File: src/rtl/counter_modulo_n_decoder.sv
// counter_modulo_n_decoder: loadable up/down modulo-N counter with one-hot decode and wrap flags
module counter_modulo_n_decoder #(
  parameter int WIDTH          = 3,
  parameter int MODULUS        = 8,
  parameter bit DEC_ACTIVE_LOW = 1'b0
) (
  input  logic               clockpulse,
  input  logic               clear,
  input  logic               enable,
  input  logic               up_down,
  input  logic               load,
  input  logic [WIDTH-1:0]   load_value,
  output logic [WIDTH-1:0]   counter_out,
  output logic [MODULUS-1:0] decoder_out,
  output logic               terminal_count,
  output logic               wrap_pulse
);
  if (MODULUS < 2 || MODULUS > (1 << WIDTH)) begin : g_bad_modulus
    $error("MODULUS must lie in 2..2**WIDTH");
  end
  localparam logic [WIDTH-1:0] MAX = WIDTH'(MODULUS - 1);
  logic [WIDTH-1:0]   r_count;
  logic               r_wrap;
  logic [WIDTH-1:0]   w_next;
  logic [WIDTH-1:0]   w_load;
  logic               w_tc;
  logic [MODULUS-1:0] w_onehot;
  // out-of-range load values saturate to the top of the sequence
  always_comb begin
    w_load = ({1'b0, load_value} >= (WIDTH+1)'(MODULUS)) ? MAX : load_value;
    w_tc   = enable & ~load & ~clear & (up_down ? (r_count == MAX) : (r_count == '0));
    w_next = up_down ? ((r_count == MAX) ? '0 : r_count + 1'b1)
                     : ((r_count == '0) ? MAX : r_count - 1'b1);
    w_onehot = {{(MODULUS-1){1'b0}}, 1'b1} << r_count;
  end
  // count register with clear > load > enable > hold priority; wrap flag follows terminal count
  always_ff @(posedge clockpulse) begin
    if (clear) r_count <= '0;
    else if (load) r_count <= w_load;
    else if (enable) r_count <= w_next;
    r_wrap <= w_tc;
  end
  assign counter_out    = r_count;
  assign decoder_out    = DEC_ACTIVE_LOW ? ~w_onehot : w_onehot;
  assign terminal_count = w_tc;
  assign wrap_pulse     = r_wrap;
endmodule

File: config.mk
export PLATFORM = sky130hd
export DESIGN_NAME = counter_modulo_n_decoder
export DESIGN_NICKNAME = d
export VERILOG_FILES = /design/src/rtl/counter_modulo_n_decoder.sv
export SDC_FILE = /design/constraint.sdc
export NUM_CORES = 1
export LEC_CHECK = 0
export ABC_AREA = 1
export CAP_MARGIN = 20
export CORE_AREA = 5 5 42 44
export DETAILED_ROUTE_END_ITERATION = 16
export DIE_AREA = 0 0 47 49
export MAX_ROUTING_LAYER = met4
export PLACE_DENSITY = 0.67
export SLEW_MARGIN = 40
export SYNTH_ARGS = -nofsm -noshare
export SYNTH_HDL_FRONTEND = slang
export SYNTH_SLANG_ARGS = --single-unit
File: constraint.sdc
create_clock -name clockpulse -period 1.2 [get_ports clockpulse]
set_input_delay 0.24 -clock clockpulse [delete_from_list [all_inputs] [get_ports clockpulse]]
set_output_delay 0.24 -clock clockpulse [all_outputs]
set_load 0.03 [all_outputs]
==> qor.yml <==
critical_path:
  cp-start-kind: "register"
  cpLargestDelayFamily: "flip-flops"
  cp_slowest_cell: "dfxtp_4"
  crit_type: "reg2out"
  critPathMaxFanout: 4
  crit_chain: "ha_4, ha_4, nand2_2, o21ai_2, nand2_2, nor2_4, buf_6"
  critical_path_required_ns: 0.96
  critPathArrivalTime_ns: 1.38
  cp-end-kind: "output port"
  cp_num_buf_inv: 1
  crit_path_max_incr_delay_ns: 0.38
placement:
  numPortBuffers: 20
  dpl.cell_count: 104
  dp_hpwl_um: 971
  place_congestion: 0.784
  place_ws_ns: -0.292
die:
  fp.dieW_um: 47
  num_rows: 14
  core-area_um2: 1400
  die_area_um2: 2300
  die_h_um: 49
  io_pins: 21
  start_util_pct: 27.4
timing:
  setup_ws_ns: -0.423
  skew_ns: 0.00369
  worstMarginPinSlew_ns: 0.209
  post-route-period-util_pct: 135
  setup_violations: 12
  slew_headroom_pct: 86.1
  hold_viol: 0
  rsz0062_at_grt: "true"
  slew_viol_final: 0
  whs_ns: 0.598
  min_period_ns: 1.62
  max_freq_mhz: 616
synthesis:
  ys_seq_area_share_pct: 20.8
  yosysMostFrequentCell: "inv_1"
  synth_warnings: 0
  syn_area_um2: 384
  synthTopCellsByArea: "ha_1 23%, dfxtp_1 21%, inv_1 11%"
  synth_cell_type_count: 15
  netlist_instances: 54
  async_reset_ff_share_pct: 0
  synth_compound_area_share_pct: 21.5
  synth-edff-count: 0
  synth_top_family_by_area: "adder cells"
  ys_ff_latch: 4
  synth-xor-area-share_pct: 0
  synthAdderAreaFrac_pct: 22.8
  synth-simple-area-share_pct: 18.9
  syn_nets: 69
  synth_flop_cell: "dfxtp_1"
  synth_top_area_share_pct: 22.8
  syn_avg_cell_area_um2: 7.11
  netlist.top_cell.by_area: "ha_1"
  synth_top_cells_by_count: "11 x inv_1, 10 x nand2_1, 7 x ha_1, 5 x a21oi_1, 5 x nor2_1"
  synthMuxAreaShare_pct: 0
clock_tree:
  cts-root-buf: "clkbuf_4"
  cts.path.max_buffers: 2
  h-tree-depth: 1
  clk_pin_slew_ns: 0.05
  postCtsHoldBufs: 0
  cts_made_buffers: 3
  cts_tree: "done"
  clock_latency_ns: 0.25
  cts_sinks: 4
cells_and_area:
  postLayoutCoreUtil_pct: 61.2
  drive_above_1_share_pct: 61.7
  diodes: 0
  fill_cells: 122
  instances_no_fill: 110
  synthToLayoutAreaGrowth_pct: 123
  final_nets: 110
detailed_routing:
  drt_iter0_drc: 2
  drtPass1Iterations: 2
  ant_nets: 0
  vias: 495
  drc_errors: 0
  vias_per_cell: 4.50
  wl_um: 1330
  wl_per_cell_um: 12.1
status:
  outcome: "complete, but fails checks"
  failed_checks: "setup timing"
power_and_ir_drop:
  max-vdd-ir-drop_mv: 0.458
  power_density_nw_per_um2: 780
  leakage_nw: 0.410
global_route:
  grt_antenna_before_repair: 0
  grt_pass1_wl_um: 2180
  grt_pass1_vias: 538
  overflow: 0
  track_usage_pct: 13.6
  grt_max_degree: 7
min_path:
  hp-class: "in2reg"
job:
  maxCapViolCount: 0
routing by layer:
metal | GRT usage, % | vias up | share of wire (%)
met2 | 22.2 | 15 | 58
li1 | - | 253 | -
met4 | 8.29 | 0 | 3.2
met3 | 3.32 | 4 | 3.3
met1 | 13.8 | 223 | 35
met5 | - | - | 0
final cells by class:
| cell class | instances | area, um2 | share of cell area (%) |
|---|---|---|---|
| multi-input combinational | 37 | 337 | 39.3 |
| timing repair buffer | 37 | 333 | 38.8 |
| sequential | 4 | 91.3 | 10.7 |
| inverter | 12 | 50.0 | 5.84 |
| clock buffer | 4 | 26.3 | 3.07 |
| tap | 16 | 20.0 | 2.34 |
sequential cells by signal, summed over array words and instances, names as in the netlist:
| name | cells |
|---|---|
| counter_out | 3 |
| wrap_pulse | 1 |
metrics by stage:
stage | total power [mW] | TNS, ns | area (um2)
detailed placement | 0.430 | -0.889 | 724
CTS | 0.668 | -2.57 | 830
floorplan | 0.300 | -0.327 | 435
global route | 0.716 | -3.58 | 857
finish | 0.669 | -2.89 | 857
global placement | 0.424 | -0.704 | 724
path summary, 6_finish.rpt:
path | cells past startpoint | slack [ns] | end | start
setup / recovery | 7 | -0.42 | terminal_count | counter_out[0]$_SDFFE_PP0P_
hold / removal | 2 | 0.60 | wrap_pulse$_DFF_P_ | clear
setup reg to reg | 7 | -0.15 | counter_out[1]$_SDFFE_PP0P_ | counter_out[0]$_SDFFE_PP0P_
hold reg to reg | 4 | 0.70 | counter_out[0]$_SDFFE_PP0P_ | counter_out[0]$_SDFFE_PP0P_
layout by cell type (no fill, tap or decap), types with 2 or more instances in the layout:
cell type / synthesis / final
dfxtp_4: 0 / 3
nand2_1: 10 / 8
inv_2: 0 / 2
ha_4: 0 / 4
o21ai_2: 1 / 3
inv_1: 11 / 9
nor2_1: 5 / 2
clkdlybuf4s50_1: 0 / 7
a22oi_1: 3 / 3
nand2_2: 0 / 2
clkbuf_4: 0 / 3
nor2_2: 0 / 2
a21oi_2: 1 / 4
a21oi_1: 5 / 2
buf_6: 1 / 10
ha_1: 7 / 2
buf_4: 0 / 20
cells by family after synthesis:
group / Yosys count
compound gates: 13
fa+ha+maj: 7
buf+inv: 13
simple gates: 17
flops: 4
where the power goes:
group / switching, mW / total (mW) / internal [mW]
sequential: 0.0158 / 0.157 / 0.141
combinational: 0.157 / 0.311 / 0.154
clock: 0.0748 / 0.201 / 0.126
total: 0.248 / 0.669 / 0.421
what timing repair did:
action / in CTS / in global routing
resized for setup: 18 / 6
buffers inserted: 1 / 1
gates cloned: 0 / 0
endpoints found under the setup margin: 11 / 12
pin swaps: 7 / 5
Power figures use the tool's default switching activity.
